`config.mk`:
```
export PLATFORM = sky130hd
export DESIGN_NAME = hud_portrait_ctrl
export DESIGN_NICKNAME = d
export VERILOG_FILES = /design/src/rtl/hud_pkg.sv /design/src/rtl/hud_blink_timer.sv /design/src/rtl/hud_portrait_ctrl.sv
export SDC_FILE = /design/constraint.sdc
export NUM_CORES = 1
export LEC_CHECK = 0
export BUFFER_PORTS_ARGS = -buffer_cell sky130_fd_sc_hd__buf_4
export CAP_MARGIN = 40
export CORE_ASPECT_RATIO = 2
export CORE_MARGIN = 2
export CORE_UTILIZATION = 50
export DETAILED_ROUTE_END_ITERATION = 7
export GPL_TIMING_DRIVEN = 0
export HOLD_SLACK_MARGIN = 0.05
export PLACE_DENSITY = 0.75
export SLEW_MARGIN = 30
export SYNTH_ARGS = -nofsm -noshare
export SYNTH_HDL_FRONTEND = slang
export SYNTH_SLANG_ARGS = --single-unit
```
`constraint.sdc`:
```
create_clock -name vga_clk -period 3.39 [get_ports vga_clk]
set_clock_uncertainty 0.2 [all_clocks]
set_input_delay 0.678 -clock vga_clk [delete_from_list [all_inputs] [get_ports vga_clk]]
set_output_delay 0.678 -clock vga_clk [all_outputs]
set_load 0.01 [all_outputs]
```
`src/rtl/hud_pkg.sv`:
```
// rtl/hud_pkg.sv - shared constants and types for the HUD portrait sequencer
package hud_pkg;

  localparam int SPR_W_DEF        = 64;
  localparam int SPR_H_DEF        = 64;
  localparam int ADDR_W_DEF       = 12;
  localparam int BLINK_FRAMES_DEF = 8;

  localparam logic [9:0] P1_X0 = 10'd16;
  localparam logic [9:0] P1_Y0 = 10'd16;
  localparam logic [9:0] P2_X0 = 10'd560;
  localparam logic [9:0] P2_Y0 = 10'd16;

  localparam logic [2:0] TRANSPARENT_IDX = 3'd0;
  localparam logic [2:0] BORDER_IDX      = 3'd7;

  typedef enum logic {
    P1 = 1'b0,
    P2 = 1'b1
  } portrait_sel_t;

  typedef struct packed {
    logic          valid;
    portrait_sel_t sel;
    logic          hidden;
  } pipe_sb_t;

endpackage

```
`src/rtl/hud_blink_timer.sv`:
```
// rtl/hud_blink_timer.sv - per-portrait hit-blink frame counter
module hud_blink_timer #(
  parameter int BLINK_FRAMES = 8
) (
  input  logic vga_clk,
  input  logic reset,
  input  logic hit,
  input  logic frame_start,
  input  logic parity,
  output logic hidden
);

  localparam int CNT_W = $clog2(BLINK_FRAMES + 1);
  localparam logic [CNT_W-1:0] LP_LOAD = CNT_W'(BLINK_FRAMES);

  logic [CNT_W-1:0] r_cnt;

  // A hit on the same cycle as frame_start restarts the full blink.
  always_ff @(posedge vga_clk) begin
    if (reset) begin
      r_cnt <= '0;
    end else if (hit) begin
      r_cnt <= LP_LOAD;
    end else if (frame_start && (r_cnt != '0)) begin
      r_cnt <= r_cnt - 1'b1;
    end
  end

  assign hidden = (r_cnt != '0) & parity;

endmodule

```
`src/rtl/hud_portrait_ctrl.sv`:
```
// rtl/hud_portrait_ctrl.sv - two-portrait sequencer for a shared sprite ROM
// Optional border overlay enabled by defining HUD_BORDER_EN.
module hud_portrait_ctrl
  import hud_pkg::*;
#(
  parameter int SPR_W        = SPR_W_DEF,
  parameter int SPR_H        = SPR_H_DEF,
  parameter int ADDR_W       = ADDR_W_DEF,
  parameter int BLINK_FRAMES = BLINK_FRAMES_DEF
) (
  input  logic              vga_clk,
  input  logic              reset,
  input  logic [9:0]        drawX,
  input  logic [9:0]        drawY,
  input  logic              blank,
  input  logic              frame_start,
  input  logic              pos_we,
  input  logic              pos_sel,
  input  logic [9:0]        pos_x,
  input  logic [9:0]        pos_y,
  input  logic              p1_hit,
  input  logic              p2_hit,
  output logic [ADDR_W-1:0] rom_address,
  input  logic [2:0]        rom_q,
  output logic [2:0]        pix_index,
  output logic              pix_on
);

  localparam int CW = $clog2(SPR_W);
  localparam logic [9:0] LP_W = 10'(SPR_W);
  localparam logic [9:0] LP_H = 10'(SPR_H);

  logic [9:0]    r_act_x [2];
  logic [9:0]    r_act_y [2];
  logic [9:0]    r_sh_x  [2];
  logic [9:0]    r_sh_y  [2];
  logic          r_parity;
  pipe_sb_t      r_sb;
  logic [9:0]    w_dx [2];
  logic [9:0]    w_dy [2];
  logic [1:0]    w_in;
  logic [1:0]    w_hidden;
  portrait_sel_t w_sel;
  logic [9:0]    w_dx_sel;
  logic [9:0]    w_dy_sel;
  logic [9:0]    w_col;
  logic [2:0]    w_idx;
  logic          w_opaque;

  // Write-through: a shadow write on the commit cycle lands in the active copy too.
  always_ff @(posedge vga_clk) begin
    if (reset) begin
      r_act_x[0] <= P1_X0;  r_act_y[0] <= P1_Y0;
      r_act_x[1] <= P2_X0;  r_act_y[1] <= P2_Y0;
      r_sh_x[0]  <= P1_X0;  r_sh_y[0]  <= P1_Y0;
      r_sh_x[1]  <= P2_X0;  r_sh_y[1]  <= P2_Y0;
      r_parity   <= 1'b0;
    end else begin
      for (int i = 0; i < 2; i++) begin
        if (pos_we && (pos_sel == 1'(i))) begin
          r_sh_x[i] <= pos_x;
          r_sh_y[i] <= pos_y;
        end
        if (frame_start) begin
          r_act_x[i] <= (pos_we && (pos_sel == 1'(i))) ? pos_x : r_sh_x[i];
          r_act_y[i] <= (pos_we && (pos_sel == 1'(i))) ? pos_y : r_sh_y[i];
        end
      end
      if (frame_start) r_parity <= ~r_parity;
    end
  end

  hud_blink_timer #(.BLINK_FRAMES(BLINK_FRAMES)) u_blink_p1 (
    .vga_clk(vga_clk), .reset(reset), .hit(p1_hit), .frame_start(frame_start),
    .parity(r_parity), .hidden(w_hidden[0])
  );

  hud_blink_timer #(.BLINK_FRAMES(BLINK_FRAMES)) u_blink_p2 (
    .vga_clk(vga_clk), .reset(reset), .hit(p2_hit), .frame_start(frame_start),
    .parity(r_parity), .hidden(w_hidden[1])
  );

  // Unsigned differences let an origin near the screen edge wrap cleanly.
  always_comb begin
    for (int i = 0; i < 2; i++) begin
      w_dx[i] = drawX - r_act_x[i];
      w_dy[i] = drawY - r_act_y[i];
      w_in[i] = (w_dx[i] < LP_W) && (w_dy[i] < LP_H);
    end
  end

  assign w_sel    = w_in[0] ? P1 : P2;
  assign w_dx_sel = (w_sel == P1) ? w_dx[0] : w_dx[1];
  assign w_dy_sel = (w_sel == P1) ? w_dy[0] : w_dy[1];
  assign w_col    = (w_sel == P2) ? (LP_W - 10'd1 - w_dx_sel) : w_dx_sel;

  always_ff @(posedge vga_clk) begin
    if (reset) begin
      rom_address <= '0;
      r_sb        <= '{valid: 1'b0, sel: P1, hidden: 1'b0};
    end else begin
      if (|w_in) rom_address <= ADDR_W'({w_dy_sel, CW'(w_col)});
      r_sb <= '{valid:  blank & (|w_in),
                sel:    w_sel,
                hidden: (w_sel == P1) ? w_hidden[0] : w_hidden[1]};
    end
  end

`ifdef HUD_BORDER_EN
  logic r_border;
  always_ff @(posedge vga_clk) begin
    if (reset) begin
      r_border <= 1'b0;
    end else begin
      r_border <= (|w_in) && ((w_dy_sel == 10'd0) || (w_dy_sel == LP_H - 10'd1) ||
                              (w_col == 10'd0) || (w_col == LP_W - 10'd1));
    end
  end
  assign w_idx    = r_border ? BORDER_IDX : rom_q;
  assign w_opaque = r_border | (rom_q != TRANSPARENT_IDX);
`else
  assign w_idx    = rom_q;
  assign w_opaque = (rom_q != TRANSPARENT_IDX);
`endif

  always_ff @(posedge vga_clk) begin
    if (reset) begin
      pix_index <= '0;
      pix_on    <= 1'b0;
    end else begin
      pix_index <= w_idx;
      pix_on    <= r_sb.valid & ~r_sb.hidden & w_opaque & (r_sb.sel == P1 || r_sb.sel == P2);
    end
  end

endmodule

```
==> load_flow_metrics.sql <==
INSERT INTO impl_metrics (metric_group, metric, value, unit) VALUES
('flow_run', 'drv.max_cap_violation_count', '0', ''),
('detailed_routing', 'routed_wirelength', '15100', 'um'),
('final_layout', 'num_antenna_cells', '0', ''),
('min_path', 'hold_path_class', 'reg2reg', ''),
('timing', 'min_period', '3.30', 'ns'),
('yosys', 'syn_nets', '747', ''),
('detailed_routing', 'wl_per_cell', '17.0', 'um'),
('clocking', 'clk_root_buffer_cell', 'sky130_fd_sc_hd__clkbuf_16', ''),
('detailed_routing', 'detail_route.iter0.violations', '287', ''),
('clocking', 'clkSinkCount', '107', ''),
('grt', 'grt_start_max_net_pins', '41', ''),
('clocking', 'cts_tree', 'yes', ''),
('detailed_routing', 'detail_route.vias_per_cell', '5.60', ''),
('power', 'power.static_leakage', '3.00', 'nW'),
('power', 'max-vdd-ir-drop', '0.318', 'mV'),
('timing', 'report.final.hold_viol_count', '0', ''),
('yosys', 'syn-instance-count', '654', ''),
('final_layout', 'flow.area_growth_from_synthesis', '18.2', '%'),
('yosys', 'yosysSeqAreaShare', '47.0', '%'),
('floorplanning', 'vertical_extent_of_the_die', '162', 'um'),
('floorplanning', 'std_cell_rows', '57', ''),
('floorplanning', 'io-pin-count', '67', ''),
('clocking', 'htree_num_levels', '3', ''),
('power', 'power_density', '443', 'nW/um^2'),
('floorplanning', 'starting_density_of_the_core', '51.3', '%'),
('floorplanning', 'die_area', '13500', 'um^2'),
('grt', 'grt_pass1_vias', '5053', ''),
('grt', 'grt_overflow', '0', ''),
('yosys', 'yosysTopAreaCell', 'sky130_fd_sc_hd__edfxtp_1', ''),
('place', 'detailed_place_hpwl', '11800', 'um'),
('floorplanning', 'die_width', '83.1', 'um'),
('clocking', 'clockBufferDepth', '2', ''),
('grt', 'wire_length_of_the_first_global_routing_pass', '23700', 'um'),
('clocking', 'count_of_hold_fix_buffers_inserted_at_cts', '0', ''),
('critical_path', 'worst_path_max_delay_cell', 'sky130_fd_sc_hd__or2b_1', ''),
('critical_path', 'startpoint_type', 'input pin', ''),
('timing', 'tightestPinTransition', '0.617', 'ns'),
('timing', 'unrepaired_setup_endpoints_after_global_routing', 'true', ''),
('detailed_routing', 'postRouteAntennaNets', '0', ''),
('yosys', 'syn-mean-instance-area', '9.57', 'um^2'),
('detailed_routing', 'drt-pass1-iter-count', '5', ''),
('yosys', 'synth-edff-count', '80', ''),
('run_status', 'outcome', 'finished clean', ''),
('yosys', 'synth.lib_cells_used.distinct', '62', ''),
('critical_path', 'cpPeakStageDelay', '0.47', 'ns'),
('yosys', 'ys.flop_type', 'sky130_fd_sc_hd__edfxtp_1', ''),
('critical_path', 'timing.reg2reg.worst_path_depth', '10', ''),
('grt', 'grt_util_all_layers', '22.1', '%'),
('critical_path', 'end_kind', 'flop', ''),
('critical_path', 'timing.critical_path.cells', 'buf_4 > inv_2 > ha_2 > inv_1 > fa_2 > a21oi_4 > o2111ai_2 > xnor2_1 > nand4_1 > a2111oi_2 > o211ai_1 > or2b_1 > o21ai_0', ''),
('timing', 'setup_ws', '0.0866', 'ns'),
('yosys', 'ys_top_cells_by_count', '108 x sky130_fd_sc_hd__nand2_1, 80 x sky130_fd_sc_hd__edfxtp_1, 58 x sky130_fd_sc_hd__a21oi_1', ''),
('clocking', 'numCtsBuffers', '9', ''),
('critical_path', 'path_max_fanout', '6', ''),
('timing', 'hold_ws', '0.208', 'ns'),
('final_layout', 'post_route_cells_drive_above_1_share', '17.0', '%'),
('timing', 'pins_over_slew_limit', '0', ''),
('critical_path', 'worst-endpoint-required', '3.40', 'ns'),
('timing', 'fin_tns_setup', '0', 'ns'),
('yosys', 'synthMostInstantiatedCell', 'sky130_fd_sc_hd__nand2_1', ''),
('timing', 'setup_viol_count_final', '0', ''),
('yosys', 'yosysWarningCount', '0', ''),
('clocking', 'clk_transition_reported_paths', '0.08', 'ns'),
('critical_path', 'worstSetupPathType', 'in2reg', ''),
('timing', 'relSlewSlack', '58.9', '%'),
('yosys', 'flip_flop_and_latch_count_after_synthesis', '107', ''),
('clocking', 'clk-insertion-delay-late', '0.35', 'ns'),
('yosys', 'synthesis.area', '6260', 'um^2'),
('floorplanning', 'core-area', '12200', 'um^2'),
('critical_path', 'critPathArrivalTime', '3.32', 'ns'),
('yosys', 'synthTopCellsByArea', 'sky130_fd_sc_hd__edfxtp_1 38%, sky130_fd_sc_hd__dfxtp_1 8.6%, sky130_fd_sc_hd__ha_1 7.6%, sky130_fd_sc_hd__nand2_1 6.5%, sky130_fd_sc_hd__a21oi_1 4.6%', '');
sequential cells by signal (all words and copies together), names as in the netlist:
name,flops
u_blink_p2.r_cnt,4
r_sb,2
u_blink_p1.r_cnt,4
r_sh_x,20
r_sh_y,20
r_act_y,20
pix_on,1
pix_index,3
r_act_x,20
r_parity,1
rom_address,12
report_power, final:
part	switching, mW	internal, mW
combinational	0.411	0.297
sequential	0.0328	1.50
clock	0.510	0.523
total	0.954	2.33
layer usage:
layer | part of all wire, % | vias to the layer above | GRT usage (%)
met4 | 5.9 | 0 | 13.3
met1 | 35 | 2324 | 20.7
li1 | - | 2466 | -
met5 | 0 | - | 0
met2 | 56 | 147 | 44.0
met3 | 2.9 | 46 | 2.74
critical path, delay by kind of cell:
| kind | cells | cell delay [ns] |
|---|---|---|
| AO/OA/AOI/OAI | 5 | 0.99 |
| AND/OR/NAND/NOR | 2 | 0.60 |
| adder cells (fa/ha/maj) | 2 | 0.59 |
| XOR/XNOR | 1 | 0.23 |
| buffers and inverters | 3 | 0.22 |
area by class of cell:
class	count	area, um^2
Fill cell	1014	4800
Inverter	51	191
Multi-Input combinational cell	470	3090
Timing Repair Buffer	73	576
Tap cell	147	184
Clock inverter	6	65.1
Clock buffer	10	229
Buffer	26	120
Sequential cell	107	2940
cells in the final DEF (no fill, tap or decap), types with 3 or more instances in the layout:
master / netlist / routed
sky130_fd_sc_hd__nand2b_1: 20 / 20
sky130_fd_sc_hd__xor2_1: 12 / 12
sky130_fd_sc_hd__mux2i_1: 10 / 10
sky130_fd_sc_hd__clkbuf_1: 20 / 21
sky130_fd_sc_hd__nand3b_1: 6 / 6
sky130_fd_sc_hd__a311oi_2: 1 / 3
sky130_fd_sc_hd__clkbuf_16: 0 / 9
sky130_fd_sc_hd__a311oi_1: 6 / 4
sky130_fd_sc_hd__buf_6: 2 / 4
sky130_fd_sc_hd__or3_1: 6 / 6
sky130_fd_sc_hd__and4_1: 3 / 3
sky130_fd_sc_hd__o21a_1: 4 / 4
sky130_fd_sc_hd__o211ai_1: 3 / 3
sky130_fd_sc_hd__o2111ai_2: 2 / 3
sky130_fd_sc_hd__nor2b_1: 12 / 12
sky130_fd_sc_hd__and3_1: 3 / 3
sky130_fd_sc_hd__xnor2_1: 11 / 11
sky130_fd_sc_hd__a21oi_2: 2 / 4
sky130_fd_sc_hd__o31ai_1: 3 / 3
sky130_fd_sc_hd__a31oi_1: 6 / 6
sky130_fd_sc_hd__nor2_1: 37 / 35
sky130_fd_sc_hd__edfxtp_1: 80 / 80
sky130_fd_sc_hd__ha_1: 38 / 36
sky130_fd_sc_hd__buf_2: 3 / 3
sky130_fd_sc_hd__a21oi_1: 58 / 55
sky130_fd_sc_hd__nor3_1: 14 / 14
sky130_fd_sc_hd__a21o_1: 3 / 3
sky130_fd_sc_hd__o21ai_0: 20 / 19
sky130_fd_sc_hd__buf_4: 1 / 71
sky130_fd_sc_hd__and2_1: 24 / 24
sky130_fd_sc_hd__nand3_1: 15 / 14
sky130_fd_sc_hd__inv_1: 51 / 50
sky130_fd_sc_hd__dfxtp_1: 27 / 27
sky130_fd_sc_hd__nand2_1: 108 / 108
worst paths after layout:
kind                                                  start                           to  slack, ns
worst max register to register  r_act_x[0][0]$_SDFFCE_PN0P_  rom_address[6]$_SDFFE_PP0P_       0.17
worst max-delay path                               drawY[0]  rom_address[6]$_SDFFE_PP0P_       0.09
worst min-delay path                     r_sb[0]$_SDFF_PP0_            pix_on$_SDFF_PP0_       0.21
worst min register to register           r_sb[0]$_SDFF_PP0_            pix_on$_SDFF_PP0_       0.21
stage by stage:
step	utilization [%]	power, mW	std cells	area [um^2]
after CTS	59.5	3.26	885	7260
after global placement	56.9	2.20	867	6940
after global routing	60.7	3.43	890	7400
final	60.7	3.28	890	7400
after floorplan	-	2.03	654	6260
after detailed placement	57.1	2.24	869	6960
kinds of logic (layout without fill, tap and decap cells):
logic type | after synthesis | count (layout) | share of synthesized area [%]
xor gates and xnor gates | 23 | 23 | 3.22
adders and majority gates | 42 | 42 | 8.88
muxes | 10 | 10 | 1.60
AOI/OAI and AO/OA | 130 | 130 | 13.2
buffers and inverters | 77 | 166 | 4.98
and+or+nand+nor | 265 | 265 | 21.1
DFF | 107 | 107 | 47.0
repair_timing:
action | 4_1_cts | 5_1_grt
cloned | 0 | 1
setup buffers | 0 | 3
gates resized for setup | 1 | 20
hold endpoints to repair | 0 | 0
endpoints found under the setup margin | 10 | 14
pin swaps | 1 | 12
Power figures use the tool's default switching activity.
